### config.mk
export PLATFORM = sky130hd
export DESIGN_NAME = vga_frame_capture_flat
export DESIGN_NICKNAME = d
export VERILOG_FILES = /design/src/rtl/vga_cap_pkg.sv /design/src/rtl/vga_frame_capture_if.sv /design/src/rtl/vga_sync_tracker.sv /design/src/rtl/vga_frame_capture.sv /design/src/flat_wrapper.sv
export SDC_FILE = /design/constraint.sdc
export NUM_CORES = 1
export LEC_CHECK = 0
export BUFFER_PORTS_ARGS = -buffer_cell sky130_fd_sc_hd__buf_2
export CAP_MARGIN = 20
export CELL_PAD_IN_SITES_DETAIL_PLACEMENT = 1
export CELL_PAD_IN_SITES_GLOBAL_PLACEMENT = 1
export CORE_ASPECT_RATIO = 0.5
export CORE_MARGIN = 2
export CORE_UTILIZATION = 45
export DETAILED_ROUTE_END_ITERATION = 8
export HOLD_SLACK_MARGIN = 0.12
export PLACE_DENSITY = 0.84
export SETUP_SLACK_MARGIN = 0.5
export SLEW_MARGIN = 20
export SYNTH_ARGS = -nofsm -noshare
export SYNTH_HDL_FRONTEND = slang
export SYNTH_SLANG_ARGS = --single-unit
export TNS_END_PERCENT = 5
### constraint.sdc
create_clock -name clk -period 6.88 [get_ports clk]
set_input_delay 1.376 -clock clk [delete_from_list [all_inputs] [get_ports clk]]
set_output_delay 1.376 -clock clk [all_outputs]
set_load 0.05 [all_outputs]
### src/rtl/vga_cap_pkg.sv
// ---------------------------------------------------------------------------
// vga_cap_pkg
// Shared types and constants for the VGA frame-capture receiver.
//   state_t     : capture FSM states (IDLE, ARMED, CAPTURE)
//   H/V totals  : nominal 640x480@60 raster geometry of the source
//   CNT_W       : width of the raster position counters
//   gray_t      : 8-bit grayscale pixel
//   rgb_to_gray : (R + 2G + B) >> 2 with a 10-bit sum, truncating
// ---------------------------------------------------------------------------
package vga_cap_pkg;

    typedef enum logic [1:0] {
        IDLE    = 2'd0,
        ARMED   = 2'd1,
        CAPTURE = 2'd2
    } state_t;

    localparam int H_TOTAL = 800;
    localparam int V_TOTAL = 525;
    localparam int HSYNC_W = 96;
    localparam int VSYNC_W = 2;

    localparam int CNT_W = 10;

    typedef logic [7:0] gray_t;

    // Luma approximation: the 10-bit sum cannot overflow (max 1020).
    function automatic gray_t rgb_to_gray(input logic [7:0] r,
                                          input logic [7:0] g,
                                          input logic [7:0] b);
        logic [9:0] sum;
        sum = {2'b00, r} + {1'b0, g, 1'b0} + {2'b00, b};
        return sum[9:2];
    endfunction

endpackage

### src/rtl/vga_frame_capture_if.sv
// ---------------------------------------------------------------------------
// vga_frame_capture_if
// Frame-buffer SRAM write port.
//   wr_en   : one-cycle write strobe
//   wr_addr : ADDR_W-bit word address
//   wr_data : 8-bit grayscale pixel
// master = capture block (drives), slave = SRAM side (receives).
// ---------------------------------------------------------------------------
interface vga_frame_capture_if #(
    parameter int ADDR_W = 18
);
    logic              wr_en;
    logic [ADDR_W-1:0] wr_addr;
    logic [7:0]        wr_data;

    modport master (output wr_en, wr_addr, wr_data);
    modport slave  (input  wr_en, wr_addr, wr_data);
endinterface

### src/rtl/vga_sync_tracker.sv
// ---------------------------------------------------------------------------
// vga_sync_tracker
// Recovers the raster position from h_sync/v_sync. All sampling is gated by
// pix_en. Column 0 is the pixel on which h_sync rises; line 0 is the line on
// whose h_sync rise v_sync also rises.
//   clk, reset (async, active-low), pix_en, h_sync, v_sync : inputs
//   v_rise : v_sync rising on the current tick (combinational, qualify
//            with pix_en)
//   h_pos, v_pos : position of the pixel presented on the current tick,
//                  i.e. the value the counters take when pix_en is high
// ---------------------------------------------------------------------------
module vga_sync_tracker
    import vga_cap_pkg::*;
#(
    parameter int CNT_MAX = 1023
) (
    input  logic             clk,
    input  logic             reset,
    input  logic             pix_en,
    input  logic             h_sync,
    input  logic             v_sync,
    output logic             v_rise,
    output logic [CNT_W-1:0] h_pos,
    output logic [CNT_W-1:0] v_pos
);

    localparam logic [CNT_W-1:0] MAX = CNT_W'(CNT_MAX);
    localparam logic [CNT_W-1:0] ONE = CNT_W'(1);

    logic             h_prev_reg;
    logic             v_prev_reg;
    logic [CNT_W-1:0] h_cnt_reg;
    logic [CNT_W-1:0] v_cnt_reg;
    logic             h_rise;

    assign h_rise = h_sync & ~h_prev_reg;
    assign v_rise = v_sync & ~v_prev_reg;

    // Next counter values double as the position of the pixel being sampled.
    always_comb begin
        h_pos = h_cnt_reg;
        v_pos = v_cnt_reg;
        if (h_rise) begin
            h_pos = '0;
            if (v_rise)
                v_pos = '0;
            else if (v_cnt_reg != MAX)
                v_pos = v_cnt_reg + ONE;
        end else if (h_cnt_reg != MAX) begin
            h_pos = h_cnt_reg + ONE;
        end
    end

    always_ff @(posedge clk or negedge reset) begin
        if (!reset) begin
            h_prev_reg <= 1'b0;
            v_prev_reg <= 1'b0;
            h_cnt_reg  <= '0;
            v_cnt_reg  <= '0;
        end else if (pix_en) begin
            h_prev_reg <= h_sync;
            v_prev_reg <= v_sync;
            h_cnt_reg  <= h_pos;
            v_cnt_reg  <= v_pos;
        end
    end

endmodule

### src/rtl/vga_frame_capture.sv
// ---------------------------------------------------------------------------
// vga_frame_capture
// VGA-timing receiver: captures one WIN_W x WIN_H grayscale window of a frame
// into the frame-buffer SRAM per start request.
//   clk, reset (async, active-low)
//   pix_en, h_sync, v_sync, red/green/blue : video input, sampled on pix_en
//   start     : one-cycle capture request (ignored while busy or on done)
//   busy      : ARMED or CAPTURE
//   done      : one-cycle pulse at the v_sync edge ending the captured frame
//   err       : sticky sync-loss flag (h counter saturated), cleared by start
//   pix_count : number of writes of the current/last capture
//   fb        : frame-buffer write port (master)
// Build option: define VGA_CAP_INVERT_EN to store the negative image
// (wr_data = 8'hFF - gray); timing is unchanged.
// ---------------------------------------------------------------------------
module vga_frame_capture
    import vga_cap_pkg::*;
#(
    parameter int H_ACT0  = 144,
    parameter int V_ACT0  = 35,
    parameter int WIN_X0  = 270,
    parameter int WIN_Y0  = 52,
    parameter int WIN_W   = 300,
    parameter int WIN_H   = 300,
    parameter int ADDR_W  = 18,
    parameter int CNT_MAX = 1023
) (
    input  logic                clk,
    input  logic                reset,
    input  logic                pix_en,
    input  logic                h_sync,
    input  logic                v_sync,
    input  logic [7:0]          red,
    input  logic [7:0]          green,
    input  logic [7:0]          blue,
    input  logic                start,
    output logic                busy,
    output logic                done,
    output logic                err,
    output logic [16:0]         pix_count,
    vga_frame_capture_if.master fb
);

    // Window offsets relative to the first active column/line.
    localparam int X_OFF = WIN_X0 - H_ACT0;
    localparam int Y_OFF = WIN_Y0 - V_ACT0;
    localparam logic [CNT_W-1:0] H_MAX = CNT_W'(CNT_MAX);

    logic             v_rise;
    logic [CNT_W-1:0] h_pos;
    logic [CNT_W-1:0] v_pos;

    vga_sync_tracker #(
        .CNT_MAX (CNT_MAX)
    ) u_tracker (
        .clk    (clk),
        .reset  (reset),
        .pix_en (pix_en),
        .h_sync (h_sync),
        .v_sync (v_sync),
        .v_rise (v_rise),
        .h_pos  (h_pos),
        .v_pos  (v_pos)
    );

    // ---------------- window test ----------------
    int   x_act;
    int   y_act;
    logic in_win;

    always_comb begin
        x_act  = int'(h_pos) - H_ACT0;
        y_act  = int'(v_pos) - V_ACT0;
        in_win = (x_act >= X_OFF) && (x_act <= X_OFF + WIN_W - 1) &&
                 (y_act >= Y_OFF) && (y_act <= Y_OFF + WIN_H - 1);
    end

    // ---------------- gray conversion ----------------
    gray_t gray_raw;
    gray_t pix_gray;

    assign gray_raw = rgb_to_gray(red, green, blue);
`ifdef VGA_CAP_INVERT_EN
    assign pix_gray = 8'hFF - gray_raw;
`else
    assign pix_gray = gray_raw;
`endif

    // ---------------- FSM ----------------
    state_t state_reg;
    state_t state_next;
    logic   done_reg;
    logic   start_ok;
    logic   arm;
    logic   wr_fire;
    logic   frame_done;
    logic   sync_lost;

    always_ff @(posedge clk or negedge reset) begin
        if (!reset)
            state_reg <= IDLE;
        else
            state_reg <= state_next;
    end

    always_comb begin
        state_next = state_reg;
        start_ok   = 1'b0;
        arm        = 1'b0;
        wr_fire    = 1'b0;
        frame_done = 1'b0;
        sync_lost  = 1'b0;
        case (state_reg)
            IDLE: begin
                // done_reg high means the capture ended on the previous
                // edge; a start landing on that pulse is dropped.
                if (start && !done_reg) begin
                    state_next = ARMED;
                    start_ok   = 1'b1;
                end
            end
            ARMED: begin
                if (pix_en && v_rise) begin
                    state_next = CAPTURE;
                    arm        = 1'b1;
                end
            end
            CAPTURE: begin
                if (pix_en) begin
                    if (v_rise) begin
                        state_next = IDLE;
                        frame_done = 1'b1;
                    end else if (h_pos == H_MAX) begin
                        state_next = IDLE;
                        sync_lost  = 1'b1;
                    end else if (in_win) begin
                        wr_fire = 1'b1;
                    end
                end
            end
            default: state_next = IDLE;
        endcase
    end

    // ---------------- datapath ----------------
    logic              err_reg;
    logic              wr_en_reg;
    logic [ADDR_W-1:0] wr_addr_reg;
    logic [ADDR_W-1:0] addr_cnt_reg;
    gray_t             wr_data_reg;
    logic [16:0]       pix_count_reg;

    always_ff @(posedge clk or negedge reset) begin
        if (!reset) begin
            done_reg      <= 1'b0;
            err_reg       <= 1'b0;
            wr_en_reg     <= 1'b0;
            wr_addr_reg   <= '0;
            wr_data_reg   <= '0;
            addr_cnt_reg  <= '0;
            pix_count_reg <= '0;
        end else begin
            done_reg  <= frame_done;
            wr_en_reg <= wr_fire;
            if (start_ok) begin
                err_reg       <= 1'b0;
                pix_count_reg <= '0;
            end else if (sync_lost) begin
                err_reg <= 1'b1;
            end
            // Window is scanned in raster order, so a running count is the
            // row-major address without any multiply.
            if (arm)
                addr_cnt_reg <= '0;
            if (wr_fire) begin
                wr_addr_reg   <= addr_cnt_reg;
                wr_data_reg   <= pix_gray;
                addr_cnt_reg  <= addr_cnt_reg + ADDR_W'(1);
                pix_count_reg <= pix_count_reg + 17'd1;
            end
        end
    end

    assign busy       = (state_reg == ARMED) || (state_reg == CAPTURE);
    assign done       = done_reg;
    assign err        = err_reg;
    assign pix_count  = pix_count_reg;
    assign fb.wr_en   = wr_en_reg;
    assign fb.wr_addr = wr_addr_reg;
    assign fb.wr_data = wr_data_reg;

endmodule
### src/flat_wrapper.sv
// flat-port wrapper written by rule: the top's interface ports become plain ports
module vga_frame_capture_flat import vga_cap_pkg::*;
#(
    parameter int H_ACT0  = 144,
    parameter int V_ACT0  = 35,
    parameter int WIN_X0  = 270,
    parameter int WIN_Y0  = 52,
    parameter int WIN_W   = 300,
    parameter int WIN_H   = 300,
    parameter int ADDR_W  = 18,
    parameter int CNT_MAX = 1023
)
  (clk, reset, pix_en, h_sync, v_sync, red, green, blue, start, busy, done, err, pix_count, fb_wr_en, fb_wr_addr, fb_wr_data);
  vga_frame_capture_if #(.ADDR_W(ADDR_W)) fb_i ();
  input  logic clk;
  input  logic reset;
  input  logic pix_en;
  input  logic h_sync;
  input  logic v_sync;
  input  logic [7:0] red;
  input  logic [7:0] green;
  input  logic [7:0] blue;
  input  logic start;
  output logic busy;
  output logic done;
  output logic err;
  output logic [16:0] pix_count;
  output wire logic [$bits(fb_i.wr_en)-1:0] fb_wr_en;
  output wire logic [$bits(fb_i.wr_addr)-1:0] fb_wr_addr;
  output wire logic [$bits(fb_i.wr_data)-1:0] fb_wr_data;
  assign fb_wr_en = fb_i.wr_en;
  assign fb_wr_addr = fb_i.wr_addr;
  assign fb_wr_data = fb_i.wr_data;
  vga_frame_capture #(.H_ACT0(H_ACT0), .V_ACT0(V_ACT0), .WIN_X0(WIN_X0), .WIN_Y0(WIN_Y0), .WIN_W(WIN_W), .WIN_H(WIN_H), .ADDR_W(ADDR_W), .CNT_MAX(CNT_MAX)) u_core (.clk(clk), .reset(reset), .pix_en(pix_en), .h_sync(h_sync), .v_sync(v_sync), .red(red), .green(green), .blue(blue), .start(start), .busy(busy), .done(done), .err(err), .pix_count(pix_count), .fb(fb_i));
endmodule
==> metrics.md, run 1 <==
| Metric | Value |
|---|---|
| RSZ-0062 raised after global routing | false |
| Worst Path Arrival | 5.00 ns |
| DRT Pass-1 Iters | 4 |
| Final TNS setup | 0 ns |
| Post-Route Utilization | 52.6% |
| Post-synth EDFFs | 0 |
| TritonCTS Buffers | 9 |
| Diodes inserted | 0 |
| GP Congestion | 0.876 |
| Power per cell area | 228 mW/mm² |
| CTS Hold Buffers Added | 0 |
| Endpoint class of the critical path | flop |
| Reg2Reg Setup Slack | 2.73 ns |
| Ys async rst share | 100% |
| Startpoint types | primary input |
| Tcrit/Tclk final | between 60% and 70% |
| Synth top area share | 40.3% |
| Minimum hold slack | ~0.50 ns |
| Power, Total | 0.00141 W |
| Area of the multi-input gates | 0.00302 mm² |
| Cell taking the most area after synthesis | dfrtp_1 |
| Post-CTS Resized | 0 |
| Top_reg_cell synth | dfrtp_1 |
| Clk_lat worst skew | roughly 0.35 ns |
| Initial antenna violation count | 0 |
| Routed vias/inst | 5.82 |
| Post-DP HPWL | between 9000 and 10,000 µm |
| Slew @ Worst Pin | around 0.73 ns |
| HP Class | reg2reg |
| Final-report hold violation count | 0 |
| Setup-failing EPs final | 0 |
| Synthesized instance count | 573 |
| Grt total ovfl | 0 |
| Antenna-violating nets left | 0 |
| Synth unique cells | 62 |
| Critical Path RT | 7.10 ns |
| Layout cells sized above 1 | 22.8% |
| Leak Pwr | 3.09 nW |
| Top cells by area, synth | dfrtp_1, mux2_2, and3_1 |
| Most frequent cells in the layout | dfrtp_1, buf_2, nand2_1, nor2_1, mux2_2 |
| Placeable Area | approximately 0.012 mm² |
| Routed wire per std cell | 17.3 µm |
| Syn_nets | 625 |
| Starting density of the core | 46.2% |
| Outcome | completed |
| Largest net degree at the start of global routing | 57 |
| Overall routing resource usage | 21.7% |
| Nets | 683 |
| Most common cell after layout, fill and taps aside | dfrtp_1 |
| Top achievable clock speed | 209 MHz |
| Max-Cap Viols | 0 |
| Relative slew margins | approximately half |
| Clock Sinks | 88 |
| Seq/Total Area, Yosys | 40.3% |
| Mapped Avg Cell Area | 9.52 µm² |
| Skew final | a little under 0.009 ns |
| CTS tree | yes |
| Die Span Y | 81.9 µm |
| First-pass GRT wire length | roughly 23,000 µm |
| Port buffer count | 76 |
| Rows | 28 |
| Fin. max-slew vios | 0 |
| Die ar. | between 0.01 and 0.015 mm² |
| Yosys reg bits | 88 |
| FF/Latch Area | 0.00220 mm² |
| Clock slew at reported path FFs | approximately 0.07 ns |
| DR DRC count | 0 |
| Vias | 4,658 |
| Post-CTS setup repair buffer count | 0 |
| Post-Synthesis Cell Area | between 0.005 and 0.006 mm² |
| Number of global-route vias before repair | 4,609 |
| Ys Warns | 0 |
| Synth-to-layout area growth | 13.7% |
| Chip Width | 160 µm |
| H-tree levels | 3 |
| Crit path kind | in2reg |
| CP max FO | 56 |
| VDD IR max | 0.000116 V |
| Detailed Route Iter0 Violations | ~290 |
| Crit path time final | 4.78 ns |
| Clock tree root driver cell | clkbuf_16 |
| Ports | 77 |
| WL final | around 14,000 µm |
| Longest Clk Path Bufs | 2 |
| Fill cells | 1,391 |
cell families (layout without fill, tap and decap cells):
group                    Yosys count  count (layout)  synth area share (%)
XOR/XNOR                           8               8                  1.28
AO/OA/AOI/OAI                    133             133                  17.2
buffers and inverters             52             115                  4.42
adder cells (fa/ha/maj)           22              22                  6.14
flip-flops                        88              88                  40.3
multiplexers                      40              40                  8.12
AND/OR/NAND/NOR                  230             230                  22.5
metrics by stage:
step / setup WS [ns] / area (µm²) / instances
CTS: 2.15 / 6210 / 801
global placement: 2.05 / 5910 / 785
detailed placement: 1.89 / 5910 / 785
finish: 2.10 / 6210 / 801
global route: 1.86 / 6210 / 801
floorplan: 3.20 / 5460 / 573
where the power goes:
part           switching (W)  total [W]  internal, W
clock               0.000220   0.000480     0.000260
sequential         0.0000623   0.000619     0.000557
combinational       0.000190   0.000314     0.000124
critical path, cell delays in order:
cell and delay (ns):
buf_2 0.13, nor2b_1 0.54, a41oi_1 0.29, nor3_1 0.47
o21ai_0 0.17, o22ai_1 0.18, o2111ai_1 0.18, a211oi_4 0.63
buf_4 0.60, mux2_2 0.41
routing by layer:
metal | global-route usage (%) | share of wire (%)
met5 | 0 | 0
met4 | 4.82 | 0.69
met3 | 4.09 | 3.8
met2 | 39.9 | 51
met1 | 27.0 | 45
layout make-up:
cell class                      count  area share, %
Multi-Input combinational cell    433           48.7
Inverter                           19           1.15
Clock buffer                       10           3.85
Timing Repair Buffer               80           6.65
Clock inverter                      6          0.847
Tap cell                          165           3.33
Sequential cell                    88           35.5
path summary, 6_finish.rpt:
| path | from | endpoint | cells past startpoint |
|---|---|---|---|
| setup / recovery | h_sync | u_core.fb.wr_data[5] | 10 |
| hold / removal | u_core.fb.wr_addr[10] | u_core.fb.wr_addr[10] | 1 |
| setup reg to reg | u_core.u_tracker.h_cnt_reg[0] | u_core.fb.wr_data[5] | 10 |
| hold reg to reg | u_core.fb.wr_addr[10] | u_core.fb.wr_addr[10] | 1 |
| max in group asynchronous | reset | u_core.addr_cnt_reg[11] | 2 |
| min in group asynchronous | reset | u_core.u_tracker.h_cnt_reg[4] | 1 |
synthesized netlist by cell type (all sizes together), types with 10 or more instances:
master / number
clkbuf: 16
dfrtp: 88
nand3: 24
nor2: 46
o21ai: 32
nor3: 14
and3: 31
ha: 14
nand2: 46
a21oi: 27
inv: 19
mux2: 34
buf: 17
a221o: 16
nor2b: 10
No activity file was read; power rests on OpenSTA's default activity.
==> inputs of run 2 (changes only) <==
--- a/config.mk
+++ b/config.mk
@@ -11,10 +11,10 @@
 export CELL_PAD_IN_SITES_GLOBAL_PLACEMENT = 1
 export CORE_ASPECT_RATIO = 0.5
 export CORE_MARGIN = 2
-export CORE_UTILIZATION = 45
+export CORE_UTILIZATION = 40
 export DETAILED_ROUTE_END_ITERATION = 8
 export HOLD_SLACK_MARGIN = 0.12
-export PLACE_DENSITY = 0.84
+export PLACE_DENSITY = 0.79
 export SETUP_SLACK_MARGIN = 0.5
 export SLEW_MARGIN = 20
 export SYNTH_ARGS = -nofsm -noshare
==> constraint.sdc (replaced) <==
create_clock -name clk -period 4.34 [get_ports clk]
set_input_delay 0.868 -clock clk [delete_from_list [all_inputs] [get_ports clk]]
set_output_delay 0.868 -clock clk [all_outputs]
set_load 0.05 [all_outputs]
==> run 2 against run 1 <==
  * Register-to-register slack worse by 2.1 ns
  * Cell count increased by 1.7%
  * Core utilization fell by 6.0 points
  * Cell area increased by 0.93%
  * Sequential share of layout area fell by 0.33 points
  * Worst hold slack got worse by 0.0042 ns
  * Sequential power grew 59%
  * Critical endpoint is now u_core.fb.wr_addr[16]
  * Highest routed layer unchanged
==> metrics.md, run 2 (synthesis gave the netlist of run 1 again) <==
| Metric | Value |
|---|---|
| Routed wire per std cell | 17.0 µm |
| Placeable Area | 0.0134 mm² |
| DR DRC count | 0 |
| DRT Pass-1 Iters | 4 |
| Ports | 77 |
| Die Span Y | 86.6 µm |
| Worst Path Arrival | 3.89 ns |
| Setup-failing EPs final | 0 |
| Endpoint class of the critical path | flop |
| TritonCTS Buffers | 9 |
| Critical Path RT | 4.56 ns |
| Design area | 0.00626 mm² |
| Startpoint types | flop |
| Rows | 30 |
| Overall routing resource usage | slightly below 20% |
| Chip Width | between 150 and 200 µm |
| Fin. max-slew vios | 0 |
| Leak Pwr | 3.12 nW |
| Number of global-route vias before repair | 4,785 |
| Setup slack at placement | 0.358 ns |
| Clock slew at reported path FFs | 0.06 ns |
| Tcrit/Tclk final | between 80% and 90% |
| HP Class | reg2reg |
| Vias | 4,627 |
| Antenna-violating nets left | 0 |
| Clock tree root driver cell | clkbuf_16 |
| H-tree levels | 3 |
| Die ar. | between 0.01 and 0.015 mm² |
| RSZ-0062 raised after global routing | false |
| Slew @ Worst Pin | roughly 0.89 ns |
| Longest Clk Path Bufs | 2 |
| First-pass GRT wire length | 23,200 µm |
| Skew final | just over 0.008 ns |
| CP max FO | 75 |
| Max-Cap Viols | 0 |
| Grt total ovfl | 0 |
| Clock Sinks | 88 |
| Most common cell after layout, fill and taps aside | dfrtp_1 |
| Power per cell area | ~360 mW/mm² |
| Detailed Route Iter0 Violations | 280 |
| Cells on worst reg2reg path | 10 |
| Crit path time final | 3.66 ns |
| Final TNS setup | 0 ns |
| Most frequent cells in the layout | dfrtp_1, buf_2, nand2_1, nor2_1, mux2_2 |
| Crit path kind | reg2reg |
| Nets | 687 |
| Setup WS post-layout | 0.676 ns |
| VDD IR max | 0.000162 V |
| Diodes inserted | 0 |
| Clk_lat worst skew | roughly 0.34 ns |
| Port buffer count | 76 |
| CTS Hold Buffers Added | 0 |
| Layout cells sized above 1 | 23.3% |
| Starting density of the core | 40.6% |
| GP Congestion | between 0.8 and 0.9 |
| Outcome | completed |
| Post-Route Utilization | a little under half |
| WL final | 13,800 µm |
| Routed vias/inst | 5.68 |
| Hold depth | 1 |
| Post-DP HPWL | 9760 µm |
| Top achievable clock speed | roughly 270 MHz |
| Placed Area | about 0.006 mm² |
| Final-report hold violation count | 0 |
| Initial antenna violation count | 0 |
| Relative slew margins | between 40 and 50% |
| Synth-to-layout area growth | 14.8% |
| Largest net degree at the start of global routing | 76 |
| CTS tree | yes |
## run 2: path summary, 6_finish.rpt
kind,startpoint,end,slack (ns)
setup / recovery,u_core.u_tracker.h_cnt_reg[0],u_core.fb.wr_addr[16],0.68
hold / removal,u_core.fb.wr_data[3],u_core.fb.wr_data[3],0.50
setup reg to reg,u_core.u_tracker.h_cnt_reg[0],u_core.fb.wr_addr[16],0.68
hold reg to reg,u_core.fb.wr_data[3],u_core.fb.wr_data[3],0.50
max in group asynchronous,reset,u_core.u_tracker.v_prev_reg,2.81
min in group asynchronous,reset,u_core.u_tracker.h_cnt_reg[4],0.63
## run 2: critical path: stages, from the launching register on
cell and delay [ns]:
dfrtp_1 0.47, ha_1 0.39, nand3_1 0.37, nor2_1 0.30
nand2_1 0.11, and2_1 0.15, o32ai_1 0.38, o2111ai_1 0.24
a211oi_4 0.40, buf_12 0.33, mux2_2 0.38
## run 2: final cells by class
type	count	area, µm²
Multi-Input combinational cell	433	3030
Fill cell	1561	7170
Tap cell	176	220
Timing Repair Buffer	84	455
Clock inverter	5	57.6
Inverter	19	71.3
Sequential cell	88	2200
Clock buffer	10	229
## run 2: where the power goes
part / switching (W) / internal, W / leakage (nW)
combinational: 0.000303 / 0.000200 / 1.77
clock: 0.000328 / 0.000444 / 0.143
sequential: 0.0000992 / 0.000883 / 1.20
## run 2: repair_timing
action | in CTS | in global routing
setup buffers | 0 | 2
gates resized for setup | 0 | 2
setup endpoints to repair | 0 | 50
## run 2: routing by layer
metal | vias up | track usage, % | wire length [µm]
met5 | - | 0 | 0
met4 | 0 | 4.66 | 123
met3 | 14 | 3.70 | 471
met2 | 75 | 34.5 | 6910
met1 | 2319 | 25.2 | 6320
li1 | 2219 | - | -
## run 2: metrics by stage
step | hold WS [ns] | total power [W] | std cells
after global placement | 0.486 | 0.00146 | 798
final | 0.499 | 0.00226 | 815
after floorplan | 0.495 | 0.00135 | 573
after global routing | 0.528 | 0.00239 | 815
after CTS | 0.508 | 0.00228 | 813
after detailed placement | 0.491 | 0.00150 | 798
